## config.mk

```make
export PLATFORM = sky130hd
export DESIGN_NAME = mm_back_end
export DESIGN_NICKNAME = d
export VERILOG_FILES = /design/src/rtl/mm_back_end.sv
export SDC_FILE = /design/constraint.sdc
export NUM_CORES = 1
export LEC_CHECK = 0
export ABC_CLOCK_PERIOD_IN_PS = 3400
export BUFFER_PORTS_ARGS = -buffer_cell sky130_fd_sc_hd__buf_2
export CAP_MARGIN = 10
export CORE_MARGIN = 5
export CORE_UTILIZATION = 40
export CTS_BUF_LIST = sky130_fd_sc_hd__clkbuf_2 sky130_fd_sc_hd__clkbuf_4 sky130_fd_sc_hd__clkbuf_8
export CTS_CLUSTER_DIAMETER = 30
export DETAILED_ROUTE_END_ITERATION = 16
export GPL_ROUTABILITY_DRIVEN = 1
export GPL_TIMING_DRIVEN = 0
export MAX_ROUTING_LAYER = met4
export PLACE_DENSITY = 0.64
export REMOVE_ABC_BUFFERS = 1
export SETUP_SLACK_MARGIN = 0.02
export SLEW_MARGIN = 5
export SYNTH_ARGS = -nofsm -noshare
export SYNTH_HDL_FRONTEND = slang
export SYNTH_SLANG_ARGS = --single-unit
```

## constraint.sdc

```tcl
create_clock -name aclk -period 3.4 [get_ports aclk]
set_clock_uncertainty 0.2 [all_clocks]
set_input_delay 0.68 -clock aclk [delete_from_list [all_inputs] [get_ports aclk]]
set_output_delay 0.68 -clock aclk [all_outputs]
set_load 0.02 [all_outputs]
```

## src/rtl/mm_back_end.sv

```systemverilog
// mm_back_end: drains the result FIFO into the output memory, then holds done until start drops.
// Ports:
//   aclk, areset        clock and synchronous active-high reset
//   start, size         level job-active request and word count, sampled in IDLE
//   fifo_empty          result FIFO empty flag
//   fifo_dout           result FIFO data, valid one cycle after fifo_rd
//   fifo_rd             FIFO read strobe, combinational
//   mem_en, mem_we      registered memory enable and write enable
//   mem_addr, mem_din   registered memory write address and data
//   busy, done          high in RUN and in DONE respectively
//   wr_count            words written in the current job
module mm_back_end #(
    parameter int ADDR_W = 10,
    parameter int DATA_W = 32
) (
    input  logic              aclk,
    input  logic              areset,
    input  logic              start,
    input  logic [ADDR_W:0]   size,
    input  logic              fifo_empty,
    input  logic [DATA_W-1:0] fifo_dout,
    output logic              fifo_rd,
    output logic              mem_en,
    output logic              mem_we,
    output logic [ADDR_W-1:0] mem_addr,
    output logic [DATA_W-1:0] mem_din,
    output logic              busy,
    output logic              done,
    output logic [ADDR_W:0]   wr_count
);
    typedef enum logic [1:0] {IDLE = 2'd0, RUN = 2'd1, DONE = 2'd2} state_t;
    state_t          state, state_n;
    logic [ADDR_W:0] rd_cnt, wr_cnt, size_q;
    logic            pend;
    always_comb begin
        state_n = IDLE;
        case (state)
            IDLE:    state_n = !start ? IDLE : (size == '0 ? DONE : RUN);
            RUN:     state_n = !start ? IDLE : (wr_cnt == size_q ? DONE : RUN);
            DONE:    state_n = start ? DONE : IDLE;
            default: state_n = IDLE;
        endcase
    end
    assign fifo_rd  = (state == RUN) && !fifo_empty && (rd_cnt < size_q) && start;
    assign busy     = (state == RUN);
    assign done     = (state == DONE);
    assign wr_count = wr_cnt;
    // pend marks a word whose FIFO data arrives this cycle; it is honoured even
    // after an abort so a popped word always reaches memory.
    always_ff @(posedge aclk) begin
        if (areset) begin
            state    <= IDLE;
            rd_cnt   <= '0;
            wr_cnt   <= '0;
            size_q   <= '0;
            pend     <= 1'b0;
            mem_en   <= 1'b0;
            mem_we   <= 1'b0;
            mem_addr <= '0;
            mem_din  <= '0;
        end else begin
            state  <= state_n;
            pend   <= fifo_rd;
            mem_en <= pend;
            mem_we <= pend;
            if (state == IDLE && start) begin
                size_q <= size;
                rd_cnt <= '0;
                wr_cnt <= '0;
            end else begin
                if (fifo_rd)
                    rd_cnt <= rd_cnt + 1'b1;
                if (pend) begin
                    mem_addr <= wr_cnt[ADDR_W-1:0];
                    mem_din  <= fifo_dout;
                    wr_cnt   <= wr_cnt + 1'b1;
                end
            end
        end
    end
endmodule

```

Word level (Yosys, flattened, before mapping)

Index checks and enable logic that the tools add are counted.

Bits in registers: 79
Output and inout port bits: 58

Muxes and demuxes: 6
Eq/ne operators: 3
$add $sub $neg: 2
Order comparisons: 1
Reduce and logical (&&, ||, !) cells: 9
Bitwise operators: 1

Operators by type and width:

| kind                                           | number |
|---|---|
| adder 11 x 1 -> 11 bit (second input constant) | 2 |
| == test 11 bit                                 | 1 |
| logical NOT 11 bit                             | 1 |
| less-than comparator 11 bit                    | 1 |
| two-way mux 2 bit                              | 5 |
| one-hot mux 2 bit (3 select lines)             | 1 |
| logical AND 1 bit                              | 4 |
| == test 2 x 1 -> 1 bit (second input constant) | 1 |
| == test 2 bit (second input constant)          | 1 |
| logical NOT 2 bit                              | 1 |
| AND reduction 2 bit                            | 1 |
| OR reduction 2 bit                             | 1 |
| logical NOT 1 bit                              | 1 |
| inverter 1 bit                                 | 1 |

Logic depth before layout (Yosys ltp)

Gate-level depths: netlist of run 1.

Depth after elaboration: 4
Depth in mapped cells: 8
Gate-level depth less buffers: 7

Worst setup path before layout of run 1

Ideal clock, no wire load.

Path kind: register -> output
Start: reg size_q[9]
End: out fifo_rd
Data arrival time: 1605 ps
Buffers on the path: 0
Path slack: 915 ps
Stages on the path, launching flop included: 7
Data required time: 2520 ps
Cells stage by stage: dfxtp_1 inv_1 ha_1 and3_1 o21ai_1 nand2_2 a21oi_2

Cells in the longest elaborated chain, start to end: 3

RTL lines:

| what                           | RTL line | text |
|---|---|---|
| from (decl)                    | 33       | `logic [ADDR_W:0] rd_cnt, wr_cnt, size_q;` |
| from (signal assigned)         | 67       | `size_q <= size;` |
| less-than comparator 11 bit    | 44       | `assign fifo_rd = (state == RUN) && !fifo_empty && (rd_cnt < size_q) && start;` |
| logical AND 1 bit (2 in a row) | 44       |  |
| to (decl)                      | 22       | `output logic fifo_rd,` |

Every way passes these cells.

Worst setup path in the final report of run 1

Ends and elaborated chain as after synthesis.

==> results.txt, run 1 <==
- Max-cap check violation count: 0
* RSZ-0062 raised after global routing: false
- In the synthesized netlist the async set-or-reset flop fraction comes to 0%.
- H-Tree Depth: 3
- Number of warning messages in the yosys log: 0
* Placeable core region: 0.00864 mm^2
- The die is slightly above 100 um tall.
- After synthesis, the mean cell area works out to 8.14 um^2.
- Final net count: 580
- The first global-routing pass estimated 15000 um of wire.
- The cell family contributing the most delay on the critical path is compound AO/OA/AOI/OAI gates.
* Area of the mapped netlist: approximately 0.0035 mm^2
- Clock tree from TritonCTS: built
* Class of the worst hold path: reg2reg
- Width of the die: 104 um
- Total global routing track utilization: between 10% and 20%
* DRC violation total after the first TritonRoute iteration: between 150 and 200
* Final TNS setup: 0 ns
- Of the synthesized area, sequential elements account for between 40% and 50%.
* Crit Path Class: reg2out
- Timing startpoint of the critical path: size_q[9]
- At the pin with the least slew margin, the transition time is around 1.1 ns.
- The worst hold path was traced through 2 stages.
- Endpoint with the worst hold slack: mem_din[23]
- Number of antenna violations at the first check in global routing: 0
- Total inserted antenna cells: 0
- Power spread over the standard cell area amounts to between 400 and 500 mW/mm^2.
* Drt drc: 0
* Post-route cell area: 0.00432 mm^2
- Most frequent cells in the layout: sky130_fd_sc_hd__nand2_1 (115), sky130_fd_sc_hd__buf_2 (104), sky130_fd_sc_hd__dfxtp_1 (79)
- Global placement routability congestion: ~0.79
* Area of the die: 0.0108 mm^2
* # port buffers: about 100
- Before CTS, the worst setup slack after placement is 0.472 ns.
- Once placement finished, the instance area stood at 0.00412 mm^2.
- Clock edge transition at the registers on the reported setup and hold paths: 0.09 ns
- R2R cell count: 7
* Leakage power: about 1.7 nW
* Fin crit share: 93.6%
* Count of TritonRoute iterations in the first routing pass: 4
- Routed length per instance: between 10 and 15 um
* Max stage delay cell, worst path: sky130_fd_sc_hd__o21ai_1
* CP peak stage delay: about 0.41 ns
- In this run the core area contains 34 standard-cell rows.
- Detailed placement finished with a half-perimeter wire length of about 6400 um.
* CTS buffer count: 9
- Entering global routing, the biggest net connects 64 pins.
- The post-route netlist has 25.9% of its cells at a drive strength greater than 1.
- Distinct cell type count after synthesis: 36
* Total count of max-transition violations in the final report: 0
- Final hold violation count: 0
* Vias in the first global route: slightly above 3000
- Post-synthesis sequential element count: ~80
- The root buffer cell chosen for the clock tree is sky130_fd_sc_hd__clkbuf_8.
- Post-layout min period: approximately 3.2 ns
* Deepest clock path buffer count: 2
- Biggest fanout along the worst timing path: 7
- Post-Route WL: between 8000 and 9000 um
- Dividing the detail-routed via count by the number of cells gives ~5.0.
* RR Endpoint: rd_cnt[10]
* Maximum VDD drop: between 0.2 and 0.25 mV
- Crit path DAT: between 2 and 2.5 ns
* Launching element type of the critical path: flop
- Walking the worst path, the cells encountered are inv_1 > ha_1 > a21o_1 > o21ai_1 > nand2_2 > a21oi_2 > buf_2.
- For the worst setup path, the data required time is between 2 and 3 ns.
- Kind of end point of the critical path: output port
- Counting both buffers and inverters, the worst setup path holds a total of 2.
- The critical path crosses 7 cells after its start point.
- For this configuration, the core starts out at a cell density of between 40% and 50%.
- The setup check on the worst reg-to-reg path leaves a slack of 1.06 ns.
- Status: complete, no violations
- Global route total overflow: 0
- The detail route stage leaves a number of antenna-violating nets equal to 0.
- The most used flip-flop cell after synthesis is sky130_fd_sc_hd__dfxtp_1.
- Area Overhead vs Synth: 22.8%
- Setup violations remaining at the end of the flow were counted as 0.
- The cell count after synthesis came out at between 400 and 500.
- Counting flops with a built-in enable in the synthesized netlist gives 0.
- Origin of the worst min-delay path: mem_din[23]
* Worst slew margin relative to its limit: between 20% and 30%
- Most frequent standard cell in the layout excluding fill and tap cells: sky130_fd_sc_hd__nand2_1
- For this run, the top clock speed supported by timing is approximately 0.31 GHz.
* Number of sinks handled by clock tree synthesis: slightly below 80
- Final setup margin: approximately 0.22 ns
- Launching point of the worst reg2reg path: size_q[9]
* Via count: approximately 3200
* Top-Level Pins: approximately 110
- The clock reaches the later pin of the worst-skew pair after 0.35 ns.
==> registers in the layout, indices dropped and copies added, names as in the netlist <==
register / count
rd_cnt: 11
mem_din: 32
size_q: 11
state: 2
mem_addr: 10
mem_we: 1
pend: 1
wr_count: 11
==> timing repair <==
| action | in CTS | in global routing |
|---|---|---|
| setup endpoints to repair | 0 | 1 |
| resized for setup | 0 | 1 |
| buffers inserted | 0 | 0 |
| hold buffers | 0 | 0 |
==> worst register-to-register path, cell delays in order, from the launching register on <==
cell and delay [ns]:
sky130_fd_sc_hd__dfxtp_1 0.40, sky130_fd_sc_hd__inv_1 0.06, sky130_fd_sc_hd__ha_1 0.30, sky130_fd_sc_hd__a21o_1 0.19
sky130_fd_sc_hd__o21ai_1 0.41, sky130_fd_sc_hd__nand3_1 0.21, sky130_fd_sc_hd__a211oi_2 0.28, sky130_fd_sc_hd__mux2i_1 0.22
==> layer usage <==
| metal | vias to the layer above | part of all wire (%) | track usage [%] |
|---|---|---|---|
| met5 | - | 0 | - |
| met4 | 0 | 1.7 | 5.64 |
| met3 | 13 | 4.5 | 3.92 |
| met2 | 74 | 47 | 26.6 |
| met1 | 1461 | 47 | 21.5 |
| li1 | 1641 | - | - |
==> how the worst max path moves through the flow <==
stage,slack (ns),endpoint
floorplan,0.55,mem_addr[0]
global placement,-0.55,mem_din[18]
detailed placement,0.47,fifo_rd
CTS,0.08,fifo_rd
global route,0.07,fifo_rd
finish,0.22,fifo_rd
==> metrics by stage <==
stage               cells  util, %  hold slack [ns]  power [W]
global route          634     50.0            0.275    0.00186
detailed placement    618     47.7            0.244    0.00113
finish                634     50.0            0.253    0.00177
global placement      616     46.9            0.239    0.00112
CTS                   634     49.9            0.258    0.00179
floorplan             404        -            0.248    0.00105
==> report_power, final <==
group	total [W]	switching [W]	internal [W]
registers	0.000954	0.0000162	0.000937
clock network	0.000660	0.000366	0.000294
logic	0.000154	0.0000955	0.0000590
==> logic make-up after synthesis <==
group	synth area share, %
compound gates	16.3
xor+xnor	5.23
fa+ha+maj	4.27
buf+inv	4.56
flops	45.0
mux	1.71
simple gates	23.0
==> final cells by class <==
| type | count | area, um^2 |
|---|---|---|
| sequential | 79 | 1580 |
| timing repair buffer | 106 | 568 |
| inverter | 11 | 41.3 |
| clock inverter | 6 | 50.0 |
| fill | 892 | 4320 |
| clock buffer | 10 | 138 |
| tap | 108 | 135 |
| multi-input combinational | 314 | 1800 |
==> cells in the mapped netlist (2+ instances only) <==
library cell	n	area share, %
sky130_fd_sc_hd__clkbuf_1	23	2.5
sky130_fd_sc_hd__inv_1	11	1.2
sky130_fd_sc_hd__o21ai_1	9	1.3
sky130_fd_sc_hd__nand2_1	115	12
sky130_fd_sc_hd__mux2i_1	6	1.7
sky130_fd_sc_hd__nor4_1	3	0.53
sky130_fd_sc_hd__dfxtp_1	79	45
sky130_fd_sc_hd__nor2b_1	4	0.71
sky130_fd_sc_hd__and3_1	7	1.2
sky130_fd_sc_hd__a2111o_1	6	1.9
sky130_fd_sc_hd__buf_2	2	0.28
sky130_fd_sc_hd__xor2_1	6	1.5
sky130_fd_sc_hd__o21ai_0	11	1.6
sky130_fd_sc_hd__nor3_1	2	0.28
sky130_fd_sc_hd__a21oi_1	62	8.8
sky130_fd_sc_hd__a211oi_2	5	1.8
sky130_fd_sc_hd__nand3_1	8	1.1
sky130_fd_sc_hd__or3_1	4	0.71
sky130_fd_sc_hd__ha_1	12	4.3
sky130_fd_sc_hd__nor2_1	18	1.9
sky130_fd_sc_hd__nand4_1	8	1.4
sky130_fd_sc_hd__xnor2_1	15	3.7
sky130_fd_sc_hd__and4_1	3	0.75
No activity file was read; power rests on OpenSTA's default activity.
==> inputs of run 2 (changes only) <==
--- a/config.mk
+++ b/config.mk
@@ -8,6 +8,7 @@
 export ABC_CLOCK_PERIOD_IN_PS = 3400
 export BUFFER_PORTS_ARGS = -buffer_cell sky130_fd_sc_hd__buf_2
 export CAP_MARGIN = 10
+export CORE_ASPECT_RATIO = 0.75
 export CORE_MARGIN = 5
 export CORE_UTILIZATION = 40
 export CTS_BUF_LIST = sky130_fd_sc_hd__clkbuf_2 sky130_fd_sc_hd__clkbuf_4 sky130_fd_sc_hd__clkbuf_8
==> run 2 against run 1 <==
Sequential power about the same; clock power is 14% higher; total power grew 5.2%; count of clock-buffer cells in the layout is 3 higher; final cell count fell by 0.16%; non-clock buffer count did not move; combinational power about the same; critical endpoint unchanged; largest power group unchanged.
==> results.txt, run 2 (synthesized netlist as in run 1, its figures left out) <==
- Status: complete, no violations
- The number of diodes added for antenna fixing is 0 (unchanged).
- The area of the multi-input gates is 0.00180 mm^2 (unchanged).
- The most critical setup path has its endpoint at fifo_rd.
- Share of total power in sequential cells: 51.3% (-2.6 points)
- Area of the die: 0.0108 mm^2 (+0.17%)
- Combinational share of power: 8.4% (-0.3 points)
- The power dissipated by switching net loads was 0.000448 W (-6.2%).
- Antenna viol nets, final: 0 (unchanged)
- The internal cell power was 0.00141 W (+9.4%).
* Launching point of the worst reg2reg path: size_q[9]
- The clock latency at the later pin of the worst-skew pair came to 0.35 ns (about the same).
- Non-filler cells, final: 633 (-0.16%)
- Largest net degree at the start of global routing: 64 (unchanged)
- Width of the die: 118 um (+14%)
- The number of DRC markers after the initial detailed-route iteration came to 202 (+30%).
- Fin crit share: 94.1% (+0.50 points)
- Count of fill cells added during filler insertion: 812 (-9.0%)
- Reg-to-reg slack, setup: 1.06 ns (about the same)
- The cell area after placement is 0.00411 mm^2 (-0.18%).
- The post-route cell area came to 0.00434 mm^2 (+0.49%).
- Switching portion of total power: 24.1% (-2.9 points)
* Area Overhead vs Synth: 23.4%
* Starting Density: 41.2% (+0.52 points)
* Routed length per instance: 14.2 um (+2.2%)
- The die height came to 91.2 um (-12%).
- Count of hold buffers inserted by post-cts repair: 0 (unchanged)
* # port buffers: 104 (unchanged)
- Biggest fanout along the worst timing path: 7 (unchanged)
- Via count: 3216 (+0.85%)
- The number of nets at the end of the flow came to 580 (unchanged).
- Worst slew margin relative to its limit: 25.1% (-1.1 points)
- The via density per instance was 5.08 (+1.0%).
- The number of maximum-capacitance constraint violations is 0 (unchanged).
* Placeable core region: 0.00853 mm^2 (-1.3%)
- The worst register-to-register path ends at rd_cnt[10].
- CTS buffer count: 9 (unchanged)
- Crit Path Class: reg2out
- Launching element type of the critical path: flop
- The min-delay analysis places its worst path in the category reg2reg.
* Global route total overflow: 0 (unchanged)
* Required time reported for the critical path endpoint: 2.52 ns (about the same)
* Maximum VDD drop: 0.272 mV (+23%)
- The count of TritonRoute iterations in the first routing pass was 4 (unchanged).
- The top cell types in the final layout, fill and taps aside, are sky130_fd_sc_hd__nand2_1 (115), sky130_fd_sc_hd__buf_2 (104), sky130_fd_sc_hd__dfxtp_1 (79).
- The depth of the worst register-to-register path came to 7 (unchanged).
- Crit path DAT: 2.32 ns (+0.02 ns)
- Number of flip-flops under the largest register name: 32 (unchanged)
- Top register by number of flip-flops: mem_din
- The power density over cell area was 429 mW/mm^2 (+4.7%).
- The proportion of layout cells with a drive suffix above 1 was 25.7% (-0.14 points).
- Cell row count: 29 (-15%)
* Post-layout min period: 3.20 ns (+0.0170 ns)
- The initial antenna violation count was 0 (unchanged).
* RSZ-0062 raised after global routing: false
* Share of power burned in the clock network: 40.3% (+3.0 points)
- The root buffer cell chosen for the clock tree is sky130_fd_sc_hd__clkbuf_8.
- The critical path depth was 7 (unchanged).
* Global placement routability congestion: 0.794 (+0.37%)
* Vias in the first global route: 2925 (-5.3%)
* Footprint of the flip-flops and latches: 0.00158 mm^2 (unchanged)
- The number of buffers on the longest clock path was 2 (unchanged).
* Final setup viols: 0 (unchanged)
- The half-perimeter wire length after detailed placement came to 6540 um (+3.0%).
* Final hold violation count: 0 (unchanged)
* Drt drc: 0 (unchanged)
* Number of buffers and inverters on the critical path: 2 (unchanged)
- The sink count of the clock tree came to 79 (unchanged).
* Power, Total: 0.00186 W (+5.2%)
* Post-Route WL: 8970 um (+2.0%)
* Clock tree from TritonCTS: built
- Total global routing track utilization: 17.1% (+0.11 points)
* Top-Level Pins: 105 (unchanged)
- The H-tree depth came to 3 (unchanged).
- Max Clock Freq: 0.312 GHz (-0.53%)
- Traced cell by cell, the critical path runs through inv_1 > ha_1 > and3_1 > o21ai_1 > nand2_2 > a21oi_2 > buf_2.
- The worst setup path is captured at an output port.
- Leaving out fill and tap cells, the most frequent cell in the layout is sky130_fd_sc_hd__nand2_1.
- Total count of max-transition violations in the final report: 0 (unchanged)
* Clock edge transition at the registers on the reported setup and hold paths: 0.08 ns (about the same)
- The count of placed standard cells including taps came to 618 (unchanged).
- The measured slew at the worst slew-check pin came to 1.12 ns (+0.0159 ns).
- The reported leakage power was 1.74 nW (+0.84%).
- The number of post-CTS setup repair buffers was 0 (unchanged).
- The most critical setup path has its startpoint at size_q[9].
* Max stage delay cell, worst path: sky130_fd_sc_hd__o21ai_1
* Final TNS setup: 0 ns (unchanged)
* Gate family responsible for the most delay along the worst path: compound AO/OA/AOI/OAI gates
- The wire length of the first global-routing pass came to 14800 um (-1.2%).
* CP peak stage delay: 0.43 ns (+0.02 ns)
-- run 2: cell types whose count changed in the layout (fill, tap and decap cells not counted) --
cell	change
sky130_fd_sc_hd__clkbuf_8	+3
sky130_fd_sc_hd__inv_6	-3
sky130_fd_sc_hd__buf_12	+1
sky130_fd_sc_hd__buf_16	-1
sky130_fd_sc_hd__bufinv_16	+1
sky130_fd_sc_hd__clkinv_4	-1
sky130_fd_sc_hd__clkinvlp_4	-1
-- run 2: tightest hold or removal path: stages (launching register included) --
cell                      delay [ns]
sky130_fd_sc_hd__dfxtp_1        0.31
sky130_fd_sc_hd__nand2_1        0.05
sky130_fd_sc_hd__a21oi_1        0.05
-- run 2: worst min path at each step --
stage | depth (start not counted) | slack [ns] | endpoint | from
after floorplan | 2 | 0.25 | rd_cnt[10] | rd_cnt[10]
after global placement | 2 | 0.24 | mem_din[30] | mem_din[30]
after detailed placement | 2 | 0.24 | mem_din[25] | mem_din[25]
after CTS | 2 | 0.25 | mem_din[11] | mem_din[11]
after global routing | 2 | 0.28 | mem_din[5] | mem_din[5]
final | 2 | 0.25 | mem_din[11] | mem_din[11]
-- run 2: final cells by class --
| class | instances | area share [%] |
|---|---|---|
| Sequential cell | 79 | 36.4 |
| Timing Repair Buffer | 106 | 12.9 |
| Inverter | 11 | 0.952 |
| Clock inverter | 2 | 0.865 |
| Multi-Input combinational cell | 314 | 41.6 |
| Clock buffer | 13 | 4.12 |
| Tap cell | 108 | 3.11 |
-- run 2: metrics by stage --
stage / setup WS, ns / hold slack, ns / utilization, %
5_1_grt: 0.0320 / 0.278 / 50.9
2_1_floorplan: 0.549 / 0.248 / -
6_report: 0.199 / 0.252 / 50.9
4_1_cts: 0.192 / 0.254 / 50.9
3_3_place_gp: -0.620 / 0.239 / 47.5
3_5_place_dp: 0.397 / 0.243 / 48.2
-- run 2: per-layer routing --
layer | vias up | global-route usage [%] | part of all wire (%)
li1 | 1634 | - | -
met1 | 1475 | 23.2 | 49
met2 | 90 | 24.0 | 44
met3 | 17 | 4.78 | 5.1
met4 | 0 | 6.59 | 2.4
met5 | - | - | 0
-- run 2: repair_timing --
action / CTS / global route
gates resized for setup: 1 / 0
hold endpoints to repair: 0 / 0
setup endpoints to repair: 1 / 0
-- run 2: power by group through the flow --
stage          Clock [W]  Combinational, W  Sequential [W]
2_1_floorplan          0         0.0000795        0.000974
3_3_place_gp           0          0.000146        0.000975
3_5_place_dp           0          0.000153        0.000975
4_1_cts         0.000769          0.000157        0.000953
5_1_grt         0.000808          0.000173        0.000956
6_report        0.000751          0.000156        0.000954
